$ cat src/rtl/cdbus_pkg.sv
// cdbus_pkg: shared state encodings and frame constants for the cdbus serializer.
package cdbus_pkg;
    typedef enum logic [3:0] {
        IDLE  = 4'b0001,
        START = 4'b0010,
        BITS  = 4'b0100,
        STOP  = 4'b1000
    } state_e;
    localparam int          BITS_PER_BYTE = 10;
    localparam int          CRC_BYTES     = 2;
    localparam logic [15:0] CRC_INIT      = 16'hFFFF;
    localparam logic [15:0] CRC_POLY      = 16'hA001;
endpackage

$ cat src/rtl/serial_crc.sv
// serial_crc: bit-serial reflected CRC-16, one LSB-first data bit per data_clk.
module serial_crc
    import cdbus_pkg::*;
(
    input  logic        clk,
    input  logic        clean,
    input  logic        data_clk,
    input  logic        data_in,
    output logic [15:0] crc_out
);
    always_ff @(posedge clk) begin
        if (clean) crc_out <= CRC_INIT;
        else if (data_clk) crc_out <= (crc_out >> 1) ^ ((crc_out[0] ^ data_in) ? CRC_POLY : 16'h0000);
    end
endmodule

$ cat src/rtl/tx_ser.sv
// tx_ser: UART-style byte serializer sending payload plus CRC-16; first byte at low speed, rest at high speed.
module tx_ser
    import cdbus_pkg::*;
(
    input  logic        clk,
    input  logic        reset,
    input  logic [15:0] div_ls,
    input  logic [15:0] div_hs,
    input  logic        tx_permit,
    input  logic        abort,
    input  logic [7:0]  s_data,
    input  logic        s_valid,
    input  logic        s_last,
    output logic        s_ready,
    output logic        tx,
    output logic        tx_en,
    output logic        frame_done
);
    state_e      state_q, state_d;
    logic [15:0] cnt_q, cnt_d, div_q, div_d, crc;
    logic [3:0]  bit_q, bit_d;
    logic [7:0]  sh_q, sh_d;
    logic [1:0]  crc_n_q, crc_n_d;
    logic        last_q, last_d, hs_q, hs_d, tx_q, tx_d, en_q, en_d, done_q, done_d;
    logic        bit_end, last_data, next_byte, clean, data_clk;

    assign bit_end   = cnt_q == div_q;
    assign last_data = state_q == BITS && bit_q == 4'(BITS_PER_BYTE - 2);
    assign tx         = tx_q;
    assign tx_en      = en_q;
    assign frame_done = done_q;

    always_ff @(posedge clk) begin
        if (reset) begin
            state_q <= IDLE;
            cnt_q   <= '0;
            div_q   <= '0;
            bit_q   <= '0;
            sh_q    <= '0;
            crc_n_q <= '0;
            last_q  <= 1'b0;
            hs_q    <= 1'b0;
            tx_q    <= 1'b1;
            en_q    <= 1'b0;
            done_q  <= 1'b0;
        end else begin
            state_q <= state_d;
            cnt_q   <= cnt_d;
            div_q   <= div_d;
            bit_q   <= bit_d;
            sh_q    <= sh_d;
            crc_n_q <= crc_n_d;
            last_q  <= last_d;
            hs_q    <= hs_d;
            tx_q    <= tx_d;
            en_q    <= en_d;
            done_q  <= done_d;
        end
    end

    // crc_n_q: 0 while sending payload, 1 for the CRC low byte, 2 for the CRC high byte
    always_comb begin
        state_d   = state_q;
        cnt_d     = cnt_q;
        div_d     = div_q;
        bit_d     = bit_q;
        sh_d      = sh_q;
        crc_n_d   = crc_n_q;
        last_d    = last_q;
        hs_d      = hs_q;
        tx_d      = tx_q;
        en_d      = en_q;
        done_d    = 1'b0;
        next_byte = 1'b0;
        unique case (state_q)
            IDLE: if (s_valid && s_ready) begin
                next_byte = 1'b1;
                sh_d      = s_data;
                last_d    = s_last;
                crc_n_d   = 2'd0;
                hs_d      = 1'b0;
                en_d      = 1'b1;
            end
            START, BITS: begin
                cnt_d = cnt_q + 16'd1;
                if (bit_end) begin
                    state_d = last_data ? STOP : BITS;
                    tx_d    = last_data | sh_q[0];
                    sh_d    = sh_q >> 1;
                    bit_d   = bit_q + 4'd1;
                    cnt_d   = '0;
                    div_d   = hs_q ? div_hs : div_ls;
                end
            end
            STOP: begin
                if (!bit_end) cnt_d = cnt_q + 16'd1;
                else if (crc_n_q == 2'(CRC_BYTES)) begin
                    state_d = IDLE;
                    tx_d    = 1'b1;
                    en_d    = 1'b0;
                    done_d  = 1'b1;
                end else if (crc_n_q != 2'd0 || last_q) begin
                    next_byte = 1'b1;
                    sh_d      = crc_n_q == 2'd0 ? crc[7:0] : crc[15:8];
                    crc_n_d   = crc_n_q + 2'd1;
                    hs_d      = 1'b1;
                end else if (s_valid) begin
                    next_byte = 1'b1;
                    sh_d      = s_data;
                    last_d    = s_last;
                    hs_d      = 1'b1;
                end
            end
            default: state_d = IDLE;
        endcase
        if (next_byte) begin
            state_d = START;
            tx_d    = 1'b0;
            bit_d   = '0;
            cnt_d   = '0;
            div_d   = hs_d ? div_hs : div_ls;
        end
        if (abort) begin
            state_d = IDLE;
            tx_d    = 1'b1;
            en_d    = 1'b0;
            done_d  = 1'b0;
            hs_d    = 1'b0;
            cnt_d   = '0;
            bit_d   = '0;
            crc_n_d = 2'd0;
        end
    end

    always_comb begin
        s_ready  = !reset && !abort && (state_q == IDLE ? tx_permit : state_q == STOP && bit_end && crc_n_q == 2'd0 && !last_q);
        clean    = reset || (state_q == IDLE && s_valid && s_ready);
        data_clk = !abort && crc_n_q == 2'd0 && bit_end && (state_q == START || (state_q == BITS && !last_data));
    end

    serial_crc u_crc (
        .clk     (clk),
        .clean   (clean),
        .data_clk(data_clk),
        .data_in (sh_q[0]),
        .crc_out (crc)
    );
endmodule

$ cat config.mk
export PLATFORM = sky130hd
export DESIGN_NAME = tx_ser
export DESIGN_NICKNAME = d
export VERILOG_FILES = /design/src/rtl/cdbus_pkg.sv /design/src/rtl/serial_crc.sv /design/src/rtl/tx_ser.sv
export SDC_FILE = /design/constraint.sdc
export NUM_CORES = 1
export LEC_CHECK = 0
export CAP_MARGIN = 30
export CORE_MARGIN = 8
export CORE_UTILIZATION = 30
export DETAILED_ROUTE_END_ITERATION = 8
export PLACE_DENSITY = 0.56
export SETUP_SLACK_MARGIN = 0.3
export SLEW_MARGIN = 30
export SYNTH_ARGS = -nofsm -noshare
export SYNTH_HDL_FRONTEND = slang
export SYNTH_HIERARCHICAL = 1
export SYNTH_SLANG_ARGS = --single-unit
export TNS_END_PERCENT = 30
$ cat constraint.sdc
create_clock -name clk -period 3.77 [get_ports clk]
set_clock_uncertainty 0.1 [all_clocks]
set_input_delay 0.9425 -clock clk [delete_from_list [all_inputs] [get_ports clk]]
set_output_delay 0.9425 -clock clk [all_outputs]
set_load 0.05 [all_outputs]
Word-level counts from Yosys, hierarchy flattened
Cells that the tools add are included.
- reductions and logical operators: 42
- shift-type cells: 0
- add/subtract/negate cells: 3
- bitwise operators: 6
- equality and inequality tests: 21
- magnitude comparators: 0
- multipliers: 0
- div/mod/pow operators: 0
- multiplexer cells: 57
- operator list (kind ; number):
    16-bit 2-to-1 mux ; 8
    8-bit 2-to-1 mux ; 7
    16-bit case mux with 2 select lines ; 1
    1-bit 2-to-1 mux ; 24
    8-bit case mux with 3 select lines ; 1
    2-bit != test, second input constant ; 10
    16-bit by 1-bit adder with 16-bit output, second input constant ; 1
    16-bit equality test ; 1
    4-bit 2-to-1 mux ; 4
    4-bit AND reduction ; 4
    15-bit by 16-bit XOR with 16-bit output ; 1
    1-bit logical AND ; 13
    3-bit != test, second input constant ; 4
    4-bit case mux with 3 select lines ; 1
    6-bit AND reduction ; 2
    2-bit 2-to-1 mux ; 5
    1-bit case mux with 2 select lines ; 5
    2-bit nonzero test ; 5
    4-bit equality test, second input constant ; 2
    2-bit AND reduction ; 3
    3-bit nonzero test ; 2
    5-bit AND reduction ; 1
    4-bit by 1-bit adder with 4-bit output, second input constant ; 1
    4-bit by 1-bit equality test with 1-bit output, second input constant ; 1
    other kinds (14) ; 22
- input port bits: 46
- RAM bits: 0
- memory bits (read-only): 0
- memories: 0
- output and inout bits: 4
- bits in latches: 0
- register bits: 71
- logic and storage cells: 142

Depth between registers and ports, before layout
Gate-level depths: netlist (run 1).
- depth after elaboration: 11
- gate-level depth with buffers: 10
- gate-level depth less buffers: 9

Hierarchy
The synthesis (run 1) kept the hierarchy.
- by module, submodules not included (module ; area each (um^2) ; cells each ; sequential area each (um^2) ; times used):
    tx_ser ; 3607.2 ; 419 ; 1101.1 ; 1
    serial_crc ; 628.1 ; 57 ; 320.3 ; 1

Worst setup path before layout (run 1)
OpenSTA, ideal clock, no wires.
- path type: register to output
- start point: register cnt_q[6]
- end point: output port s_ready
- buffers on the path: 4
- required time: 2727 ps
- data arrival time: 2373 ps
- stages on the path, launching flop included: 10
- slack: 354 ps
- cells stage by stage: dfxtp_1 -> buf_2 -> xor2_1 -> nor4_4 -> and4_1 -> buf_6 -> buf_6 -> buf_4 -> nand3_1 -> a21oi_1
- longest elaborated chain between the ends: 6
- RTL lines (item ; RTL line ; text):
    start, declared ; tx_ser.sv:20 ; logic [15:0] cnt_q, cnt_d, div_q, div_d, crc;
    start signal, assigned ; tx_ser.sv:48 ; cnt_q <= cnt_d;
    16-bit equality test ; tx_ser.sv:27 ; assign bit_end = cnt_q == div_q;
    1-bit logical AND (3 in a row) ; tx_ser.sv:136 ; s_ready = !reset && !abort && (state_q == IDLE ? tx_permit : state_q == STOP && bit_end && crc_n_q == 2'd0 && ...
    1-bit 2-to-1 mux ; tx_ser.sv:136 ;
    1-bit logical AND ; tx_ser.sv:136 ;
    end, declared ; tx_ser.sv:14 ; output logic s_ready,
No other way between the ends.

Final worst setup path (run 1)
- start point: input port tx_permit
- end point: output port s_ready
- longest elaborated chain between the ends: 2
- RTL lines (item ; RTL line ; text):
    start, declared ; tx_ser.sv:9 ; input logic tx_permit,
    1-bit 2-to-1 mux ; tx_ser.sv:136 ;
    1-bit logical AND ; tx_ser.sv:136 ;
No other way between the ends.

==> results.py, run 1 <==
metrics = {
    "status": {
        "outcome": "finished clean",
    },
    "finish": {
        "fin_nets": 563,
        "nFillCells": 1385,
        "fin_cells": 696,
        "fin_area_mm2": 0.00518,
        "antenna_cells": 0,
        "layout_common_cells": "71 x dfxtp_1, 48 x clkdlybuf4s50_1, 41 x inv_1, 20 x a21oi_1, 20 x o31ai_1",
        "final_layout_size_suffix_gt1_share_pct": 15.3,
        "area_growth_pct": 22.4,
        "final_common_cell": "dfxtp_1",
    },
    "pwr": {
        "peakVddDrop_uv": 284,
        "p_per_area_mw_per_mm2": 370,
        "p_leak_uw": 0.00182,
    },
    "clock_network": {
        "htreeDepth": 3,
        "clkSlewWorstSetupHoldPaths_ns": 0.05,
        "cts_tree": "done",
        "cts_sinks": 71,
        "cts_setup_buffers": 0,
        "holdBufCountCts": 0,
        "clock_latency_ns": 0.33,
        "cts_buffer_depth": 2,
        "cts_resized": 0,
        "numCtsBuffers": 9,
        "cts_root_buffer": "clkbuf_16",
    },
    "logic_synthesis": {
        "synthCells": 476,
        "synth_seq_area_share_pct": 33.6,
        "synth_top_area_cell": "dfxtp_1",
        "ys_async_sr_fraction_pct": 0,
        "synth_top_family_by_area": "compound AO/OA/AOI/OAI gates",
        "syn_nets": 527,
        "synth_adder_area_share_pct": 1.48,
        "synthMuxAreaShare_pct": 4.49,
        "netlist_top_cells_area": "dfxtp_1 34%, a221oi_2 3.9%, xor2_1 3.7%, inv_1 3.6%, o31ai_1 3.5%",
        "syn_avg_cell_area_um2": 8.90,
        "ys_types": 63,
        "synth_seq_cells": 71,
        "synthSimpleGateAreaFrac_pct": 21.2,
        "synth_xor_area_share_pct": 4.34,
        "synth_edf_count": 0,
        "synth_area_mm2": 0.00424,
        "ys_warn_count": 6,
        "synth_top_area_share_pct": 33.6,
        "ys.flop_type": "dfxtp_1",
        "synth_compound_area_share_pct": 25.5,
    },
    "critical_path": {
        "startpoint_type": "input port",
        "cpMaxStageDelayCell": "clkdlybuf4s50_1",
        "cp-end-kind": "output port",
        "criticalPathCategory": "in2out",
        "arrival_ns": 2.30,
        "crit_buf_inv": 2,
        "critical_path_required_ns": 2.73,
        "critPathMaxStageDelay_ns": 0.44,
        "worstPathMaxFanout": 4,
        "crit_family": "buffers and inverters",
        "crit_path_cell_trace": "clkdlybuf4s50_1, nor4b_2, nand2_1, a21oi_1, buf_12",
    },
    "routing": {
        "first_pass_iters": 4,
        "num_vias": 3696,
        "wl_per_cell_um": 16.3,
        "drcViolationCount": 0,
        "post_drt_via_cell_ratio": 5.31,
        "drt-initial-drc-count": 236,
        "wl_um": 11400,
        "route.antenna.remaining_nets": 0,
    },
    "die": {
        "die_y_um": 135,
        "std_cell_rows": 43,
        "initial_core_util_pct": 30.6,
        "ioPinCount": 50,
        "fp.dieW_um": 135,
        "dieArea_mm2": 0.0182,
        "core-area_mm2": 0.0138,
    },
    "grt": {
        "grt_antenna_before_repair": 0,
        "globalRouteTotalUtil_pct": 12.7,
        "grt_start_max_net_pins": 39,
        "grt_pass1_vias": 3850,
        "grt-ovfl-total": 0,
        "grt_pass1_wl_um": 18800,
    },
    "run": {
        "drv_cap": 0,
    },
    "timing": {
        "period_share_pct": 88.6,
        "hold_viol_final": 0,
        "slew_violations": 0,
        "slew_headroom_pct": 39.2,
        "worstMarginPinSlew_ns": 0.912,
        "period_needed_ns": 3.34,
        "fin_tns_setup_ns": 0,
        "fmax_mhz": 299,
        "finalSetupViolations": 0,
        "rsz0062_at_grt": "false",
    },
    "place": {
        "detailed_place.area_mm2": 0.00486,
        "place_hpwl_um": 8100,
        "place_inst": 681,
        "place.gp.congestion": 0.819,
        "io_buffers": 49,
    },
    "min_path": {
        "hold_path_class": "reg2reg",
    },
}
-- cells by family (layout without fill, tap and decap cells) --
kind of cell             count (synthesis)  count (layout)
AND/OR/NAND/NOR                        144             144
AO/OA/AOI/OAI                          133             133
buffers and inverters                   84             124
flip-flops                              71              71
XOR/XNOR                                21              21
multiplexers                            18              18
adder cells (fa/ha/maj)                  5               5
-- flip-flops by register name (all words and copies together), names as in the netlist --
signal         cells
u_crc/crc_out     16
tx_en              1
tx                 1
cnt_q             16
crc_n_q            2
hs_q               1
sh_q               8
div_q             16
frame_done         1
state_q            4
bit_q              4
last_q             1
-- worst min-delay path, cell delays in order (launching register included) --
cell	delay, ns
dfxtp_1	0.31
inv_1	0.06
a221oi_2	0.05
-- path summary, 6_finish.rpt --
path / slack, ns / endpoint / cells past startpoint / from
setup / recovery: 0.43 / s_ready / 5 / tx_permit
hold / removal: 0.37 / div_q[15] / 2 / div_q[15]
setup reg to reg: 0.76 / u_crc/crc_out[0] / 8 / cnt_q[10]
hold reg to reg: 0.37 / div_q[15] / 2 / div_q[15]
-- power by group --
group / switching [µW] / internal, µW / leakage (µW)
Clock: 341 / 581 / 0.000153
Combinational: 136 / 90.7 / 0.00110
Sequential: 6.81 / 760 / 0.000574
-- stage by stage --
stage	hold WS, ns	setup WS (ns)	utilization (%)	power (µW)
finish	0.372	0.430	37.5	1920
global route	0.387	0.302	37.5	1990
CTS	0.373	0.417	37.5	1940
detailed placement	0.355	0.420	35.2	1010
global placement	0.357	0.438	35.1	1010
floorplan	0.338	0.354	-	928
-- cells in the mapped netlist (all sizes together), types with 2 or more instances --
| cell type | instances |
|---|---|
| or2 | 6 |
| and2b | 7 |
| or3 | 3 |
| o311ai | 2 |
| and3 | 4 |
| and4 | 2 |
| a311oi | 4 |
| mux2i | 10 |
| a21oi | 22 |
| o211ai | 14 |
| or4 | 7 |
| nor4b | 3 |
| a31oi | 7 |
| o2111ai | 2 |
| nor2 | 16 |
| clkbuf | 16 |
| ha | 5 |
| mux2 | 8 |
| nand2 | 16 |
| xor2 | 18 |
| nor3 | 12 |
| inv | 42 |
| nor2b | 13 |
| a31o | 2 |
| o31ai | 20 |
| xnor2 | 3 |
| nor3b | 9 |
| a221oi | 24 |
| and2 | 2 |
| buf | 26 |
| nand4 | 11 |
| dfxtp | 71 |
| nor4 | 11 |
| a211o | 14 |
| a41oi | 2 |
| nand3 | 18 |
| o21ai | 14 |
-- final cells by class --
type	instances	area, µm²	area share, %
clock buffer	9	225	4.34
sequential	71	1420	27.4
clock inverter	6	93.8	1.81
inverter	42	158	3.04
timing repair buffer	67	636	12.3
tap	180	225	4.34
multi-input combinational	321	2420	46.8
-- per-layer routing --
layer	wire (µm)	track usage [%]
met4	95	4.74
met3	421	2.86
met1	5070	15.0
met2	5760	22.1
met5	0	0
(Power assumes the default switching activity.)
==> inputs of run 2 (changes only) <==
--- a/config.mk
+++ b/config.mk
@@ -7,9 +7,9 @@
 export LEC_CHECK = 0
 export CAP_MARGIN = 30
 export CORE_MARGIN = 8
-export CORE_UTILIZATION = 30
+export CORE_UTILIZATION = 39
 export DETAILED_ROUTE_END_ITERATION = 8
-export PLACE_DENSITY = 0.56
+export PLACE_DENSITY = 0.67
 export SETUP_SLACK_MARGIN = 0.3
 export SLEW_MARGIN = 30
 export SYNTH_ARGS = -nofsm -noshare
==> run 2 against run 1 <==
Compared with the run above: sequential cell count stayed put; critical endpoint unchanged; register-to-register slack improved by 0.23 ns; design area down 3.2%.
==> results.py, run 2 (synthesis gave the netlist of run 1 again) <==
metrics = {
    "finish": {
        "fin_nets": 562,
        "final_layout_size_suffix_gt1_share_pct": 15.9,
        "final_common_cell": "dfxtp_1",
        "layout_common_cells": "69 x dfxtp_1, 48 x clkdlybuf4s50_1, 41 x inv_1, 20 x o31ai_1, 19 x a21oi_1",
        "area_growth_pct": 18.5,
        "nFillCells": 1033,
        "fin_area_mm2": 0.00502,
        "antenna_cells": 0,
        "top_regs": "cnt_q (16), div_q (16), u_crc/crc_out (16)",
    },
    "clock_network": {
        "cts_root_buffer": "clkbuf_8",
        "cts_buffer_depth": 2,
        "cts_sinks": 71,
        "htreeDepth": 3,
        "cts_tree": "done",
        "cts_setup_buffers": 0,
        "clock_latency_ns": 0.35,
        "numCtsBuffers": 9,
        "clkSlewWorstSetupHoldPaths_ns": 0.07,
    },
    "place": {
        "place_hpwl_um": 7630,
        "detailed_place.area_mm2": 0.00480,
        "place.gp.congestion": 0.887,
        "io_buffers": 49,
    },
    "die": {
        "initial_core_util_pct": 39.6,
        "ioPinCount": 50,
        "core-area_mm2": 0.0107,
        "dieArea_mm2": 0.0145,
        "die_y_um": 120,
        "fp.dieW_um": 120,
        "std_cell_rows": 38,
    },
    "pwr": {
        "swShare_pct": 27.4,
        "p_leak_uw": 0.00176,
        "clock_power_share_pct": 38.6,
        "combinationalPowerShare_pct": 14.1,
        "power.switching_uw": 445,
        "seqPwrFrac_pct": 47.3,
        "p_int_uw": 1180,
        "peakVddDrop_uv": 220,
        "p_total_uw": 1620,
        "p_per_area_mw_per_mm2": 323,
    },
    "routing": {
        "num_vias": 3743,
        "drt-initial-drc-count": 203,
        "route.antenna.remaining_nets": 0,
        "wl_um": 10700,
        "drcViolationCount": 0,
        "wl_per_cell_um": 16.3,
        "first_pass_iters": 5,
        "post_drt_via_cell_ratio": 5.71,
    },
    "timing": {
        "fin_tns_setup_ns": 0,
        "finalSetupViolations": 0,
        "hold_viol_final": 0,
        "worstMarginPinSlew_ns": 0.952,
        "slew_violations": 0,
        "period_needed_ns": 3.33,
        "rsz0062_at_grt": "false",
        "fmax_mhz": 300,
        "slew_headroom_pct": 36.5,
        "period_share_pct": 88.3,
    },
    "critical_path": {
        "r2r_cells": 9,
        "cp-end-kind": "output port",
        "worstPathMaxFanout": 4,
        "crit_buf_inv": 2,
        "arrival_ns": 2.29,
        "crit_cells": 5,
        "criticalPathCategory": "in2out",
        "crit_family": "buffers and inverters",
        "startpoint_type": "input port",
        "cpMaxStageDelayCell": "clkdlybuf4s50_1",
        "critPathMaxStageDelay_ns": 0.48,
        "critical_path_required_ns": 2.73,
        "crit_path_cell_trace": "clkdlybuf4s50_1, nor4b_2, nand2_1, a21oi_2, buf_12",
    },
    "grt": {
        "grt_pass1_vias": 3785,
        "grt_pass1_wl_um": 18100,
        "grt_antenna_before_repair": 0,
        "globalRouteTotalUtil_pct": 15.0,
        "grt-ovfl-total": 0,
        "grt_start_max_net_pins": 39,
    },
    "min_path": {
        "hold_path_class": "reg2reg",
        "min_path_cells": 2,
    },
    "status": {
        "outcome": "finished clean",
    },
    "run": {
        "drv_cap": 0,
    },
}
run 2: changes by cell type in the layout (fill, tap and decap cells not counted), moves of 2 or more:
cell	change
clkbuf_8	+10
clkbuf_16	-9
dfxtp_1	-2
inv_6	-2
dfxtp_2	+2
clkinvlp_4	+2
run 2: repair_timing:
action | in CTS | in global routing
resized for setup | 0 | 4
hold buffers | 0 | 0
setup endpoints to repair | 0 | 1
run 2: final cells by class:
type                    instances  area (µm²)  area share, %
clock buffers                  11         141           2.82
flip-flops and latches         71        1420           28.4
multi-input cells             321        2430           48.5
repair buffers                 66         628           12.5
clock inverters                 5        57.6           1.15
well taps                     140         175           3.49
inverters                      42         158           3.14
run 2: worst paths after layout:
check | start | end | slack (ns)
min reg2reg | last_q | last_q | 0.37
max reg2reg | cnt_q[9] | u_crc/crc_out[0] | 0.99
max | tx_permit | s_ready | 0.44
min | last_q | last_q | 0.37
run 2: per-layer routing:
| layer | vias up | routed length [µm] | global-route usage (%) |
|---|---|---|---|
| li1 | 1840 | - | - |
| met1 | 1783 | 4650 | 17.5 |
| met2 | 106 | 5390 | 26.9 |
| met3 | 14 | 493 | 3.50 |
| met4 | 0 | 152 | 4.29 |
| met5 | - | 0 | 0 |
run 2: worst min-delay path, cell delays in order, from the launching register on:
cell	delay [ns]
dfxtp_1	0.32
nand2_1	0.05
mux2i_1	0.05
run 2: metrics by stage:
| step | hold WS, ns | setup slack (ns) | cells | util, % |
|---|---|---|---|---|
| 2_1_floorplan | 0.338 | 0.354 | 476 | - |
| 3_3_place_gp | 0.352 | 0.384 | 640 | 44.9 |
| 3_5_place_dp | 0.363 | 0.349 | 640 | 44.9 |
| 4_1_cts | 0.373 | 0.358 | 656 | 46.7 |
| 5_1_grt | 0.384 | 0.354 | 656 | 46.9 |
| 6_report | 0.372 | 0.439 | 656 | 46.9 |
run 2: power groups by stage:
stage	Sequential, µW	Combinational, µW	Clock (µW)
global route	767	247	666
detailed placement	784	225	0
global placement	783	222	0
finish	766	229	625
floorplan	784	144	0
CTS	766	226	639
==> inputs of run 3 (changes only) <==
--- a/config.mk
+++ b/config.mk
@@ -5,11 +5,11 @@
 export SDC_FILE = /design/constraint.sdc
 export NUM_CORES = 1
 export LEC_CHECK = 0
-export CAP_MARGIN = 30
+export CAP_MARGIN = 20
 export CORE_MARGIN = 8
-export CORE_UTILIZATION = 39
+export CORE_UTILIZATION = 49
 export DETAILED_ROUTE_END_ITERATION = 8
-export PLACE_DENSITY = 0.67
+export PLACE_DENSITY = 0.79
 export SETUP_SLACK_MARGIN = 0.3
 export SLEW_MARGIN = 30
 export SYNTH_ARGS = -nofsm -noshare
==> run 3 against run 2 <==
Compared with the run above: design area fell by 1.7%; routed wire length fell by 4.9%; clock-buffer cell count did not move; non-clock buffer count fell by 1; sequential cell count did not move; worst setup slack improved by 0.053 ns; utilization rose by 11 points; sequential power barely moved; via count rose by 0.99%; maximum frequency rose by 1.6%.
==> results.py, run 3 (synthesis gave the netlist of run 1 again) <==
metrics = {
    "status": {
        "outcome": "finished clean",
    },
    "clock_network": {
        "clock_latency_ns": 0.34,
        "holdBufCountCts": 0,
        "cts_buffer_depth": 2,
        "numCtsBuffers": 9,
        "clkSlewWorstSetupHoldPaths_ns": 0.07,
        "cts_sinks": 71,
        "cts_setup_buffers": 0,
        "cts_resized": 0,
        "htreeDepth": 3,
        "cts_root_buffer": "clkbuf_8",
        "cts_tree": "done",
    },
    "critical_path": {
        "cpMaxStageDelayCell": "clkdlybuf4s50_1",
        "critPathMaxStageDelay_ns": 0.44,
        "startpoint_type": "input port",
        "worstPathMaxFanout": 4,
        "criticalPathCategory": "in2out",
        "crit_family": "buffers and inverters",
        "critical_path_required_ns": 2.73,
        "crit_buf_inv": 2,
        "cp-end-kind": "output port",
        "crit_path_cell_trace": "clkdlybuf4s50_1, nor4b_2, nand2_1, a21oi_1, buf_12",
        "arrival_ns": 2.24,
    },
    "grt": {
        "grt_start_max_net_pins": 28,
        "grt_pass1_wl_um": 17100,
        "grt_antenna_before_repair": 0,
        "grt-ovfl-total": 0,
        "grt_pass1_vias": 3591,
        "globalRouteTotalUtil_pct": 17.8,
    },
    "routing": {
        "post_drt_via_cell_ratio": 6.07,
        "route.antenna.remaining_nets": 0,
        "wl_per_cell_um": 16.3,
        "num_vias": 3780,
        "drt-initial-drc-count": 274,
        "drcViolationCount": 0,
        "wl_um": 10200,
        "first_pass_iters": 4,
    },
    "finish": {
        "nFillCells": 738,
        "antenna_cells": 0,
        "fin_area_mm2": 0.00493,
        "layout_common_cells": "71 x dfxtp_1, 48 x clkdlybuf4s50_1, 41 x inv_1, 20 x a21oi_1, 20 x o31ai_1",
        "final_common_cell": "dfxtp_1",
        "area_growth_pct": 16.5,
        "final_layout_size_suffix_gt1_share_pct": 15.0,
        "regArea_mm2": 0.00142,
        "fin_nets": 561,
        "top_regs": "cnt_q (16), div_q (16), u_crc/crc_out (16)",
        "multi_input_comb_area_mm2": 0.00242,
    },
    "timing": {
        "period_share_pct": 86.9,
        "slew_violations": 0,
        "finalSetupViolations": 0,
        "worstMarginPinSlew_ns": 0.867,
        "fin_tns_setup_ns": 0,
        "slew_headroom_pct": 42.2,
        "period_needed_ns": 3.28,
        "rsz0062_at_grt": "false",
        "fmax_mhz": 305,
        "hold_viol_final": 0,
    },
    "die": {
        "fp.dieW_um": 109,
        "dieArea_mm2": 0.0119,
        "ioPinCount": 50,
        "std_cell_rows": 34,
        "core-area_mm2": 0.00855,
        "die_y_um": 109,
        "initial_core_util_pct": 49.5,
    },
    "pwr": {
        "p_int_uw": 1110,
        "clock_power_share_pct": 35.6,
        "seqPwrFrac_pct": 49.8,
        "swShare_pct": 28.0,
        "p_leak_uw": 0.00175,
        "p_total_uw": 1540,
        "p_per_area_mw_per_mm2": 312,
        "power.switching_uw": 430,
        "peakVddDrop_uv": 186,
        "combinationalPowerShare_pct": 14.6,
    },
    "place": {
        "detailed_place.area_mm2": 0.00475,
        "place_hpwl_um": 7270,
        "io_buffers": 49,
        "place.gp.congestion": 0.866,
    },
    "min_path": {
        "hold_path_class": "reg2reg",
    },
    "run": {
        "drv_cap": 0,
    },
}
run 3: metrics by stage:
stage | cells | util, % | setup slack, ns | hold WS, ns
2_1_floorplan | 476 | - | 0.354 | 0.338
3_3_place_gp | 607 | 55.6 | 0.514 | 0.351
3_5_place_dp | 607 | 55.6 | 0.477 | 0.364
4_1_cts | 623 | 57.6 | 0.476 | 0.375
5_1_grt | 623 | 57.7 | 0.374 | 0.390
6_report | 623 | 57.7 | 0.492 | 0.375
run 3: layout make-up:
class / instances / share of cell area [%]
tap: 108 / 2.74
clock inverter: 5 / 0.685
inverter: 42 / 3.19
multi-input combinational: 321 / 49.1
clock buffer: 11 / 2.87
timing repair buffer: 65 / 12.6
sequential: 71 / 28.8
run 3: power by group through the flow:
stage          registers, µW  clock network (µW)  logic (µW)
2_1_floorplan            784                   0         144
3_3_place_gp             783                   0         218
3_5_place_dp             784                   0         222
4_1_cts                  766                 558         223
5_1_grt                  767                 597         241
6_report                 766                 547         225
run 3: path summary, 6_finish.rpt:
path                  start          endpoint  slack, ns  cells after the start
setup reg to reg  cnt_q[10]  u_crc/crc_out[0]       0.97                      9
hold / removal    div_q[15]         div_q[15]       0.37                      2
hold reg to reg   div_q[15]         div_q[15]       0.37                      2
setup / recovery  tx_permit           s_ready       0.49                      5
run 3: worst register-to-register path: stages (launching register included):
cell     delay, ns
dfxtp_1       0.51
xor2_1        0.13
nor4_2        0.37
nand4_2       0.13
buf_4         0.26
nor4b_2       0.31
buf_4         0.30
inv_2         0.11
o21ai_1       0.12
or3b_1        0.34
run 3: per-layer routing:
metal  GRT usage [%]  vias to the layer above  part of all wire (%)
li1                -                     1836                     -
met1            21.1                     1811                    42
met2            30.8                      117                    51
met3            3.19                       16                   4.8
met4            7.33                        0                   1.9
met5               0                        -                     0
